## config.mk

```make
export PLATFORM = sky130hd
export DESIGN_NAME = switch_channel_driver_flat
export DESIGN_NICKNAME = d
export VERILOG_FILES = /design/src/rtl/switch_channel_driver_if.sv /design/src/rtl/switch_channel_driver.sv /design/src/flat_wrapper.sv
export SDC_FILE = /design/constraint.sdc
export NUM_CORES = 1
export LEC_CHECK = 0
export ABC_AREA = 1
export CORE_MARGIN = 2
export CORE_UTILIZATION = 50
export DETAILED_ROUTE_END_ITERATION = 8
export PLACE_DENSITY = 0.74
export SLEW_MARGIN = 20
export SYNTH_ARGS = -nofsm -noshare
export SYNTH_HDL_FRONTEND = slang
export SYNTH_SLANG_ARGS = --single-unit
```

## constraint.sdc

```tcl
create_clock -name clk -period 2.2 [get_ports clk]
set_clock_uncertainty 0.05 [all_clocks]
set_input_delay 0.33 -clock clk [delete_from_list [all_inputs] [get_ports clk]]
set_output_delay 0.33 -clock clk [all_outputs]
set_load 0.05 [all_outputs]
```

## src/rtl/switch_channel_driver_if.sv

```systemverilog
// Interface bundle between the channel counter, the switch driver and the gate pins.
// The slave modport is the driver's view. The master modport is the upstream/stimulus view.
interface switch_channel_driver_if #(
  parameter int N_CH = 10
);
  logic            en;
  logic [3:0]      idx;
  logic            idx_valid;
  logic [N_CH-1:0] sw_out;
  logic [3:0]      active_idx;
  logic            busy;
  logic            settled;
  logic            err;

  modport master (
    output en, idx, idx_valid,
    input  sw_out, active_idx, busy, settled, err
  );

  modport slave (
    input  en, idx, idx_valid,
    output sw_out, active_idx, busy, settled, err
  );
endinterface

```

## src/rtl/switch_channel_driver.sv

```systemverilog
// Break-before-make photonic switch gate driver.
// Turns channel index strobes into a one-hot gate drive, with a dead time and a settle interval.
module switch_channel_driver #(
  parameter int N_CH       = 10,
  parameter int DEAD_CYC   = 2,
  parameter int SETTLE_CYC = 5
) (
  input logic                    clk,
  input logic                    rst,
  switch_channel_driver_if.slave bus
);

  localparam int CNT_MAX = (DEAD_CYC > SETTLE_CYC) ? DEAD_CYC : SETTLE_CYC;
  localparam int CW      = (CNT_MAX > 2) ? $clog2(CNT_MAX) : 1;
  localparam logic [CW-1:0] DEAD_LOAD   = CW'(DEAD_CYC - 1);
  localparam logic [CW-1:0] SETTLE_LOAD = CW'(SETTLE_CYC - 1);

  typedef enum logic [1:0] {
    ST_IDLE   = 2'd0,
    ST_HOLD   = 2'd1,
    ST_BREAK  = 2'd2,
    ST_SETTLE = 2'd3
  } state_e;

  state_e          state_q, state_d;
  logic [N_CH-1:0] sw_out_q, sw_out_d;
  logic [3:0]      active_idx_q, active_idx_d;
  logic            busy_q, busy_d;
  logic            settled_q, settled_d;
  logic            err_q, err_d;
  logic            pend_vld_q, pend_vld_d;
  logic [3:0]      pend_idx_q, pend_idx_d;
  logic [3:0]      tgt_idx_q, tgt_idx_d;
  logic [CW-1:0]   cnt_q, cnt_d;

  logic            req_ok_s;
  logic            req_bad_s;
  logic            hold_req_vld_s;
  logic [3:0]      hold_req_idx_s;

  function automatic logic [N_CH-1:0] onehot(input logic [3:0] i);
    logic [N_CH-1:0] oh;
    oh = '0;
    for (int j = 0; j < N_CH; j++) begin
      oh[j] = (i == 4'(j));
    end
    return oh;
  endfunction

  assign req_ok_s  = bus.en & bus.idx_valid & ({1'b0, bus.idx} <  5'(N_CH));
  assign req_bad_s = bus.en & bus.idx_valid & ({1'b0, bus.idx} >= 5'(N_CH));

  // A live strobe in HOLD takes priority over a request parked while switching.
  always_comb begin
    hold_req_vld_s = 1'b0;
    hold_req_idx_s = 4'd0;
    if (req_ok_s) begin
      hold_req_vld_s = 1'b1;
      hold_req_idx_s = bus.idx;
    end else if (pend_vld_q) begin
      hold_req_vld_s = 1'b1;
      hold_req_idx_s = pend_idx_q;
    end else begin
      hold_req_vld_s = 1'b0;
      hold_req_idx_s = 4'd0;
    end
  end

  // Next-state and registered-output logic.
  always_comb begin
    state_d      = state_q;
    sw_out_d     = sw_out_q;
    active_idx_d = active_idx_q;
    busy_d       = busy_q;
    settled_d    = 1'b0;
    err_d        = err_q | req_bad_s;
    pend_vld_d   = pend_vld_q;
    pend_idx_d   = pend_idx_q;
    tgt_idx_d    = tgt_idx_q;
    cnt_d        = cnt_q;

    if (!bus.en) begin
      state_d    = ST_IDLE;
      sw_out_d   = '0;
      busy_d     = 1'b0;
      pend_vld_d = 1'b0;
      cnt_d      = '0;
    end else begin
      case (state_q)
        ST_IDLE: begin
          if (req_ok_s) begin
            state_d      = ST_SETTLE;
            sw_out_d     = onehot(bus.idx);
            active_idx_d = bus.idx;
            busy_d       = 1'b1;
            cnt_d        = SETTLE_LOAD;
          end else begin
            state_d = ST_IDLE;
          end
        end
        ST_HOLD: begin
          pend_vld_d = 1'b0;
          if (hold_req_vld_s && (hold_req_idx_s != active_idx_q)) begin
            state_d   = ST_BREAK;
            sw_out_d  = '0;
            busy_d    = 1'b1;
            tgt_idx_d = hold_req_idx_s;
            cnt_d     = DEAD_LOAD;
          end else begin
            state_d = ST_HOLD;
          end
        end
        ST_BREAK, ST_SETTLE: begin
          if (req_ok_s) begin
            pend_vld_d = 1'b1;
            pend_idx_d = bus.idx;
          end else begin
            pend_vld_d = pend_vld_q;
          end
          if (cnt_q != '0) begin
            cnt_d = cnt_q - CW'(1);
          end else if (state_q == ST_BREAK) begin
            state_d      = ST_SETTLE;
            sw_out_d     = onehot(tgt_idx_q);
            active_idx_d = tgt_idx_q;
            cnt_d        = SETTLE_LOAD;
          end else begin
            state_d   = ST_HOLD;
            busy_d    = 1'b0;
            settled_d = 1'b1;
          end
        end
        default: begin
          state_d    = ST_IDLE;
          sw_out_d   = '0;
          busy_d     = 1'b0;
          pend_vld_d = 1'b0;
        end
      endcase
    end
  end

  // State and output registers.
  always_ff @(posedge clk or posedge rst) begin
    if (rst) begin
      state_q      <= ST_IDLE;
      sw_out_q     <= '0;
      active_idx_q <= 4'd0;
      busy_q       <= 1'b0;
      settled_q    <= 1'b0;
      err_q        <= 1'b0;
      pend_vld_q   <= 1'b0;
      pend_idx_q   <= 4'd0;
      tgt_idx_q    <= 4'd0;
      cnt_q        <= '0;
    end else begin
      state_q      <= state_d;
      sw_out_q     <= sw_out_d;
      active_idx_q <= active_idx_d;
      busy_q       <= busy_d;
      settled_q    <= settled_d;
      err_q        <= err_d;
      pend_vld_q   <= pend_vld_d;
      pend_idx_q   <= pend_idx_d;
      tgt_idx_q    <= tgt_idx_d;
      cnt_q        <= cnt_d;
    end
  end

  assign bus.sw_out     = sw_out_q;
  assign bus.active_idx = active_idx_q;
  assign bus.busy       = busy_q;
  assign bus.settled    = settled_q;
  assign bus.err        = err_q;

endmodule
```

## src/flat_wrapper.sv

```systemverilog
// flat-port wrapper written by rule: the top's interface ports become plain ports
module switch_channel_driver_flat 
#(
  parameter int N_CH       = 10,
  parameter int DEAD_CYC   = 2,
  parameter int SETTLE_CYC = 5
)
  (clk, rst, bus_en, bus_idx, bus_idx_valid, bus_sw_out, bus_active_idx, bus_busy, bus_settled, bus_err);
  switch_channel_driver_if #(.N_CH(N_CH)) bus_i ();
  input logic clk;
  input logic rst;
  input wire logic [$bits(bus_i.en)-1:0] bus_en;
  input wire logic [$bits(bus_i.idx)-1:0] bus_idx;
  input wire logic [$bits(bus_i.idx_valid)-1:0] bus_idx_valid;
  output wire logic [$bits(bus_i.sw_out)-1:0] bus_sw_out;
  output wire logic [$bits(bus_i.active_idx)-1:0] bus_active_idx;
  output wire logic [$bits(bus_i.busy)-1:0] bus_busy;
  output wire logic [$bits(bus_i.settled)-1:0] bus_settled;
  output wire logic [$bits(bus_i.err)-1:0] bus_err;
  assign bus_i.en = bus_en;
  assign bus_i.idx = bus_idx;
  assign bus_i.idx_valid = bus_idx_valid;
  assign bus_sw_out = bus_i.sw_out;
  assign bus_active_idx = bus_i.active_idx;
  assign bus_busy = bus_i.busy;
  assign bus_settled = bus_i.settled;
  assign bus_err = bus_i.err;
  switch_channel_driver #(.N_CH(N_CH), .DEAD_CYC(DEAD_CYC), .SETTLE_CYC(SETTLE_CYC)) u_core (.clk(clk), .rst(rst), .bus(bus_i));
endmodule
```

==> results of run 1 <==
-- synthesized netlist by cell type, drive strengths merged --
library cell / n
nand3b: 1
a211oi: 1
nand4: 16
buf: 4
nor3: 5
clkbuf: 1
dfrtp: 31
o31ai: 1
a21oi: 5
nand3: 20
dlygate4sd1: 1
ha: 1
o21ai: 20
nand2: 80
nor2: 15
o21bai: 1
inv: 32
o22ai: 1
clkinv: 1
-- registers in the layout, summed over array words and instances (netlist names) --
register and flops:
u_core.bus.sw_out 10, u_core.pend_vld_q 1, u_core.bus.err 1, u_core.bus.busy 1, u_core.pend_idx_q 4, u_core.bus.active_idx 4
u_core.cnt_q 3, u_core.state_q 2, u_core.bus.settled 1, u_core.tgt_idx_q 4
-- layer usage --
layer	share of wire (%)	track usage, %	routed length (µm)	vias up
li1	-	-	-	849
met1	46	29.6	1900	769
met2	47	36.2	1930	59
met3	6.1	5.56	252	6
met4	0.92	9.57	38	0
met5	0	0	0	-
-- cells in the final DEF, fill, tap and decap left out, drive strengths merged --
cell type and n:
dfrtp 31, nand3b 1, clkdlybuf4s50 24, o22ai 1, a21oi 5, bufinv 1
a211oi 1, inv 32, ha 1, nand3 22, o31ai 1, o21ai 20
nor2 15, nand2 80, nand4 16, clkbuf 6, buf 11, o21bai 1
nor3 5, clkinv 2
-- what timing repair did --
item                                    CTS  global route
endpoints found under the setup margin    0             8
buffers inserted                          0             0
resized for setup                         0             2
-- worst paths after layout --
check	slack, ns	depth (start not counted)	to	startpoint
worst min-delay path	0.30	3	u_core.tgt_idx_q[1]$_DFFE_PP0P_	rst
worst min register to register	0.43	2	u_core.bus.sw_out[6]$_DFFE_PP0P_	u_core.bus.sw_out[6]$_DFFE_PP0P_
worst max-delay path	0.22	1	bus_active_idx[3]	u_core.bus.active_idx[3]$_DFFE_PP0P_
worst max register to register	0.35	5	u_core.bus.active_idx[1]$_DFFE_PP0P_	u_core.cnt_q[0]$_DFFE_PP0P_
min in group clk	0.43	2	u_core.bus.sw_out[6]$_DFFE_PP0P_	u_core.bus.sw_out[6]$_DFFE_PP0P_
max in group asynchronous	1.51	3	u_core.cnt_q[1]$_DFFE_PP0P_	rst
-- layout make-up --
cell class	instances	area, µm²
timing repair buffer	35	323
clock buffer	6	51.3
inverter	33	128
clock inverter	2	35.0
tap	46	57.6
sequential	31	776
multi-input combinational	169	888
fill	298	1160
-- through the flow --
stage | total power [µW] | utilization (%) | cells | worst slack, ns
2_1_floorplan | 1550 | - | 237 | 0.457
3_3_place_gp | 1820 | 62.7 | 312 | -0.0498
3_5_place_dp | 1840 | 62.7 | 312 | -0.121
4_1_cts | 2320 | 65.2 | 320 | 0.111
5_1_grt | 2510 | 66.1 | 322 | 0.0493
6_report | 2340 | 66.1 | 322 | 0.218
-- power by group --
part	leakage (µW)	internal, µW	switching (µW)
sequential	0.000407	713	120
combinational	0.000705	342	691
clock	0.0000482	268	205
total	0.00116	1320	1020
-- logic make-up after synthesis --
kind of cell	Yosys count	synth area share, %
and+or+nand+nor	137	37.3
buffers and inverters	39	10.5
DFF	31	42.5
AOI/OAI and AO/OA	29	9.04
adders and majority gates	1	0.685
==> results by group, run 1 <==
Power
  • P_leak: 0.00116 µW
  • Pwr Density: 1040 nW/µm²
  • Maximum vdd ir drop: 510 µV

Worst setup path
  • Worst path max stage delay: 0.83 ns
  • Crit-path cells: clkdlybuf4s50_1
  • Slowest CP cell: clkdlybuf4s50_1
  • Setup CP Type: reg -> out
  • Required time worst endpoint: between 1.5 and 2 ns
  • Top delay family on crit path: buffers and inverters
  • Worst Path Buf+Inv: 1
  • Kind of end point of the critical path: primary output
  • Startpoint Class: flop
  • CP max FO: 4
  • Arr. time, crit path: 1.60 ns

Global route
  • Grt total ovfl: 0
  • Gr usage total: 22.7%
  • Vias in the first global route: 1651
  • Largest net degree at the start of global routing: 32
  • First-pass GRT wire length: around 7300 µm
  • Antenna violations before repair: 0

STA
  • Slew margin rel.: 57.1%
  • Hold Violations, Final: 0
  • Final Critical Period: 1.98 ns
  • Final setup vio count: 0
  • Fin. max-slew vios: 0
  • Final worst-path cycle share: 90.1%
  • Worst hold slack: about 0.30 ns
  • Setup_tns: 0 ns
  • Fmax: between 500 and 600 MHz
  • RSZ-0062 raised after global routing: false
  • Worst-Margin Slew: 0.640 ns

Floorplanning
  • Die Area: 4150 µm²
  • IO Pins: 25
  • Row cnt: 21
  • Die H: 64.4 µm
  • Core area: 3420 µm²
  • Initial Util: 53.5%
  • Die X: 64.4 µm

Logic synthesis
  • Area contributors post-synth: dfrtp_1 (42%), nand2_1 (15%), inv_1 (6.4%)
  • Synth Warn #: 0
  • Post-synthesis register bit count: 31
  • Yosys top cell by area: dfrtp_1
  • Synth Net Count: between 200 and 250
  • Synthesized cell area: between 1500 and 2000 µm²
  • Syn Area/Cell: just under 8 µm²
  • Post-Syn Instances: 237
  • Synth top area share: 42.5%
  • Post-synth cell types: 29
  • Seq/Total Area, Yosys: 42.5%

Drt
  • Total routed wirelength: 4120 µm
  • Number of detailed-route iterations in the first pass: 7
  • DRC: 0
  • Drt via density: around 5.2
  • Post-route ant nets: 0
  • Initial DRC count: about 160
  • DR WL/cell: ~13 µm
  • Via count: 1683

Finish
  • Diodes inserted: 0
  • Share of cells above drive strength 1: 15.6%
  • Synthesis-to-finish area growth: 23.6%
  • Fin area: between 2000 and 2500 µm²
  • Layout Nets: 284

Clock tree
  • Hold Buf Count CTS: 0
  • Clock Pin Slew Worst Setup and Hold Paths: roughly 0.1 ns
  • Worst skew pair latency: 0.34 ns
  • CTS sink count: 31
  • Clock buffer depth: 2
  • TritonCTS clock tree: done
  • TritonCTS buffer count: 5
  • H-tree Lvls: 2
  • Root buf cell: clkbuf_4

Place
  • Post-DP Area: 2140 µm²
  • GP Congestion: 0.866
  • Port bufs: 24
  • Detailed-placement wirelength estimate: 3030 µm

Run
  • Maxcap violations: 0

Run status
  • Run status: completed

Hold path
  • HP Class: in -> async
No activity file was read; power rests on OpenSTA's default activity.
==> inputs of run 2 (changes only) <==
ABC_CLOCK_PERIOD_IN_PS = 2200   (was not set)
CELL_PAD_IN_SITES_DETAIL_PLACEMENT = 0   (was not set)
CELL_PAD_IN_SITES_GLOBAL_PLACEMENT = 1   (was not set)
CORE_UTILIZATION = 40   (was 50)
PLACE_DENSITY = not set   (was 0.74)
PLACE_DENSITY_LB_ADDON = 0.1   (was not set)
==> run 2 against run 1 <==
Against the previous run:
- cell area rose by 3.7%
- sequential power fell by 2%
- count of clock-buffer cells in the layout rose by 2
- via count fell by 0.48%
- maximum frequency fell by 2.2%
- register-to-register slack barely moved
- die area rose by 23%
- utilization fell by 13 points
- first-iteration DRC count fell by 49%
- critical path depth rose by 12
- power rose by 2.6%
- largest power group unchanged
- highest routed layer unchanged
==> results by group, run 2 (synthesis results as in run 1) <==
Run status
  • Run status: completed

Global route
  • Gr usage total: 19.7%
  • Grt total ovfl: 0
  • Antenna violations before repair: 0
  • Largest net degree at the start of global routing: 32
  • Vias in the first global route: approximately 1600
  • First-pass GRT wire length: 7780 µm

Worst setup path
  • Worst path max stage delay: 0.47 ns
  • Startpoint Class: input port
  • Setup CP Type: in -> reg
  • Reg-to-Reg End: u_core.bus.active_idx[1]$_DFFE_PP0P_
  • R2R depth: 5
  • CP max FO: 9
  • R2r startpoint: u_core.cnt_q[0]$_DFFE_PP0P_
  • Kind of end point of the critical path: flop
  • Arr. time, crit path: 2.15 ns
  • Most used cell, CP: nand2_1
  • Required time worst endpoint: 2.33 ns
  • Slowest CP cell: clkdlybuf4s50_1
  • Reg2reg setup slack: 0.35 ns
  • Crit-path cells: clkdlybuf4s50_1, o21ai_4, nand2_4, nand2_2, nand2_1, nand2_1, nand2_1, nor2_2, nand2_4, nand2_4, nand3_2, nand4_1, nand2_1

Clock tree
  • H-tree Lvls: 2
  • Worst skew pair latency: 0.28 ns
  • TritonCTS clock tree: done
  • Hold Buf Count CTS: 0
  • TritonCTS buffer count: 5
  • Clock buffer depth: 2
  • Clock Pin Slew Worst Setup and Hold Paths: about 0.07 ns
  • Root buf cell: clkbuf_8
  • CTS sink count: 31

STA
  • Worst hold slack: between 0.3 and 0.4 ns
  • Slew margin rel.: a little over 50%
  • Setup_tns: 0 ns
  • Fin. max-slew vios: 0
  • Final Critical Period: 2.03 ns
  • Final setup vio count: 0
  • Worst-Margin Slew: around 0.74 ns
  • Hold Violations, Final: 0
  • Worst setup margin: 0.174 ns
  • RSZ-0062 raised after global routing: false
  • Final worst-path cycle share: 92.1%
  • Fmax: 493 MHz

Drt
  • Initial DRC count: 80
  • Number of detailed-route iterations in the first pass: 4
  • Total routed wirelength: 4740 µm
  • DR WL/cell: about 14 µm
  • Via count: 1675
  • Post-route ant nets: 0
  • DRC: 0
  • Drt via density: 4.99

Finish
  • Reg area: 776 µm²
  • Multi-input logic area: approximately 900 µm²
  • Most frequent cells in the layout: nand2_1 (70), inv_1 (31), dfrtp_1 (31)
  • Layout Nets: 292
  • Diodes inserted: 0
  • Commonest non-fill, non-tap cell in the layout: nand2_1
  • Synthesis-to-finish area growth: 28.2%
  • FILL cells: ~440
  • Max FFs per register: 10
  • Final Non-Filler Cells: 336
  • Share of cells above drive strength 1: about 17%

Floorplanning
  • Die X: 71.6 µm
  • Core area: 4380 µm²
  • Die Area: 5120 µm²
  • Row cnt: 24
  • IO Pins: 25
  • Die H: between 70 and 80 µm
  • Initial Util: between 40% and 50%

Hold path
  • HP Class: in -> async

Place
  • Port bufs: 24
  • Detailed-placement wirelength estimate: around 3400 µm
  • GP Congestion: 0.850
  • Placed Instances: 324
  • DP Worst Slack: -0.221 ns

Power
  • Maximum vdd ir drop: approximately 420 µV
  • Pwr Density: 1020 nW/µm²
  • P_leak: 0.00119 µW

Run
  • Maxcap violations: 0
## run 2: repair_timing
action,4_1_cts,5_1_grt
endpoints found under the hold margin,0,0
gates resized for setup,0,2
setup endpoints to repair,0,14
buffers inserted,0,1
## run 2: area by class of cell
cell class / instances / share of cell area, %
multi-input cells: 170 / 38.4
flip-flops and latches: 31 / 33.1
repair buffers: 42 / 16.0
inverters: 33 / 5.45
clock buffers: 8 / 4.27
well taps: 52 / 2.78
## run 2: layer usage
| layer | share of wire [%] | vias to the layer above | global-route usage [%] |
|---|---|---|---|
| li1 | - | 869 | - |
| met1 | 50 | 771 | 27.9 |
| met2 | 45 | 27 | 29.7 |
| met3 | 4.2 | 8 | 4.50 |
| met4 | 1.6 | 0 | 6.92 |
| met5 | 0 | - | 0 |
## run 2: worst max-delay path by stage
stage	cells past startpoint	start	slack [ns]	endpoint
finish	13	bus_idx[2]	0.17	u_core.bus.sw_out[4]$_DFFE_PP0P_
global route	14	bus_idx[2]	0.02	u_core.bus.busy$_DFFE_PP0P_
CTS	14	bus_idx[1]	0.07	u_core.bus.sw_out[8]$_DFFE_PP0P_
detailed placement	14	bus_idx[1]	-0.22	u_core.bus.sw_out[8]$_DFFE_PP0P_
global placement	14	bus_idx[1]	-0.20	u_core.bus.sw_out[7]$_DFFE_PP0P_
floorplan	15	bus_en	0.46	u_core.bus.sw_out[0]$_DFFE_PP0P_
## run 2: critical path: cells and delay by family
kind                   cells  cell delay (ns)
AND/OR/NAND/NOR           11             1.11
buffers and inverters      1             0.47
AO/OA/AOI/OAI              1             0.24
## run 2: where the power goes
group / internal [µW] / switching, µW / total (µW)
Sequential: 714 / 106 / 820
Combinational: 362 / 715 / 1080
Clock: 285 / 217 / 502
Total: 1360 / 1040 / 2400
## run 2: stage by stage
stage	util, %	power (µW)	area, µm²
floorplan	-	1550	1830
global placement	50.1	1870	2190
detailed placement	50.1	1870	2190
CTS	52.3	2390	2290
global route	53.4	2570	2340
finish	53.4	2400	2340
==> inputs of run 3 (changes only) <==
CORE_MARGIN = not set   (was 2)
==> run 3 against run 2 <==
Against the previous run:
- via count fell by 0.66%
- sequential share of layout area rose by 0.16 points
- critical path depth did not move
- wire length fell by 5.3%
- combinational power hardly changed
- cell area is 0.48% lower
- register-to-register slack got worse by 0.06 ns
- first-iteration DRC count is 34% higher
- sequential power is essentially flat
- non-clock buffer count unchanged
==> results by group, run 3 (synthesis results as in run 1) <==
Run status
  • Run status: completed

Clock tree
  • Root buf cell: clkbuf_8
  • Hold Buf Count CTS: 0
  • CTS sink count: 31
  • Clock buffer depth: 2
  • TritonCTS buffer count: 5
  • Clock Pin Slew Worst Setup and Hold Paths: 0.06 ns
  • TritonCTS clock tree: done
  • Worst skew pair latency: 0.28 ns
  • H-tree Lvls: 2

Place
  • Port bufs: 24
  • DP Worst Slack: -0.222 ns
  • Detailed-placement wirelength estimate: 3250 µm
  • GP Congestion: around 0.82
  • Placed Instances: between 300 and 400

STA
  • Slew margin rel.: 48.8%
  • Final worst-path cycle share: between 90% and 100%
  • Final setup vio count: 0
  • Worst hold slack: 0.373 ns
  • Fin. max-slew vios: 0
  • Final Critical Period: 2.02 ns
  • RSZ-0062 raised after global routing: false
  • Worst setup margin: 0.177 ns
  • Worst-Margin Slew: 0.762 ns
  • Hold Violations, Final: 0
  • Fmax: 494 MHz

Power
  • Sw Ratio: 44.4%
  • Maximum vdd ir drop: approximately 440 µV
  • Sw power: 1030 µW
  • Total power: 2330 µW
  • Internal power: around 1300 µW
  • Logic pwr share: 46.3%
  • P_leak: 0.00118 µW
  • Pwr Density: 1000 nW/µm²
  • Sequential power share: a little over a third
  • Clk pwr share: 18.5%

Run
  • Maxcap violations: 0

Worst setup path
  • CP max FO: 9
  • Most used cell, CP: nand2_1
  • Required time worst endpoint: between 2 and 2.5 ns
  • R2R depth: 5
  • CP endpoint: u_core.tgt_idx_q[2]$_DFFE_PP0P_
  • CP Depth: 13
  • Kind of end point of the critical path: flop
  • Arr. time, crit path: 2.13 ns
  • Top delay family on crit path: buffers and inverters
  • Worst Path Buf+Inv: 4
  • Crit-path cells: clkdlybuf4s50_1, o21ai_4, buf_4, nand3_1, nand3_2, nand2_1, nand2_1, clkinv_2, nand2_4, buf_4, nand4_2, nand2_1, o21ai_0
  • Reg-to-Reg End: u_core.bus.active_idx[1]$_DFFE_PP0P_
  • Slowest CP cell: clkdlybuf4s50_1
  • Reg2reg setup slack: 0.29 ns
  • CP Launch Point: bus_idx[2]
  • Worst path max stage delay: about 0.46 ns
  • R2r startpoint: u_core.cnt_q[0]$_DFFE_PP0P_
  • Setup CP Type: in -> reg
  • Startpoint Class: input port

Floorplanning
  • Initial Util: a little over two fifths
  • Row cnt: 24
  • Die Area: 4840 µm²
  • Die X: 69.6 µm
  • Die H: 69.6 µm
  • Core area: 4380 µm²
  • IO Pins: 25

Finish
  • Max FFs per register: 10
  • Diodes inserted: 0
  • Final Non-Filler Cells: about 340
  • Synthesis-to-finish area growth: 27.6%
  • Most frequent cells in the layout: nand2_1 (70), inv_1 (31), dfrtp_1 (31)
  • Post-Route Utilization: 53.2%
  • Commonest non-fill, non-tap cell in the layout: nand2_1
  • Share of cells above drive strength 1: 16.9%
  • Layout Nets: 292

Drt
  • Total routed wirelength: between 4000 and 5000 µm
  • Post-route ant nets: 0
  • Drt via density: 4.95
  • Via count: 1664
  • DR WL/cell: 13.3 µm
  • DRC: 0
  • Initial DRC count: roughly 110
  • Number of detailed-route iterations in the first pass: 5

Global route
  • Grt total ovfl: 0
  • Largest net degree at the start of global routing: 32
  • Vias in the first global route: 1596
  • Gr usage total: 20.2%
  • First-pass GRT wire length: between 7000 and 8000 µm
  • Antenna violations before repair: 0

Hold path
  • HP Class: in -> async
[run 3: cell types whose count changed in the layout (fill, tap and decap cells not counted)]
cell and delta:
nand3_4 +1, o21ai_1 +1, o21ai_0 -1, nand3_2 -1, clkbuf_1 +1, clkinv_2 +1
clkbuf_8 -2
[run 3: layout make-up]
type	count	area [µm²]
multi-input cells	170	906
well taps	52	65.1
inverters	33	128
repair buffers	42	375
flip-flops and latches	31	776
clock inverters	1	5.00
clock buffers	7	76.3
fillers	432	2050
[run 3: repair_timing]
item                       CTS  global route
resized for setup            0             4
setup buffers                0             1
setup endpoints to repair    0            19
[run 3: power by group through the flow]
stage	Sequential [µW]	Combinational (µW)	Clock (µW)
after global routing	840	1190	468
after CTS	820	1040	445
final	821	1080	431
after detailed placement	828	1040	0
after global placement	829	1040	0
after floorplan	1030	517	0
[run 3: worst reg2reg max path, cell delays in order (launching register included)]
cell and delay [ns]:
dfrtp_1 0.41, nor2_1 0.14, ha_1 0.18, inv_1 0.08, o31ai_1 0.66, o21ai_0 0.22
[run 3: through the flow]
| step | cell area [µm²] | TNS (ns) |
|---|---|---|
| after floorplan | 1830 | 0 |
| after global placement | 2190 | -2.82 |
| after detailed placement | 2190 | -3.40 |
| after CTS | 2280 | 0 |
| after global routing | 2330 | 0 |
| final | 2330 | 0 |
[run 3: worst min path at each step]
stage	start	end	slack (ns)
finish	rst	u_core.tgt_idx_q[1]$_DFFE_PP0P_	0.37
global route	rst	u_core.bus.sw_out[1]$_DFFE_PP0P_	0.45
CTS	rst	u_core.tgt_idx_q[1]$_DFFE_PP0P_	0.39
detailed placement	u_core.bus.sw_out[4]$_DFFE_PP0P_	u_core.bus.sw_out[4]$_DFFE_PP0P_	0.41
global placement	u_core.bus.sw_out[5]$_DFFE_PP0P_	u_core.bus.sw_out[5]$_DFFE_PP0P_	0.40
floorplan	rst	u_core.bus.active_idx[0]$_DFFE_PP0P_	0.38
[run 3: routing by layer]
metal,track usage [%],up-vias,wire [µm]
li1,-,870,-
met1,29.0,757,2330
met2,29.6,30,1920
met3,3.92,7,136
met4,9.07,0,88
met5,0,-,0
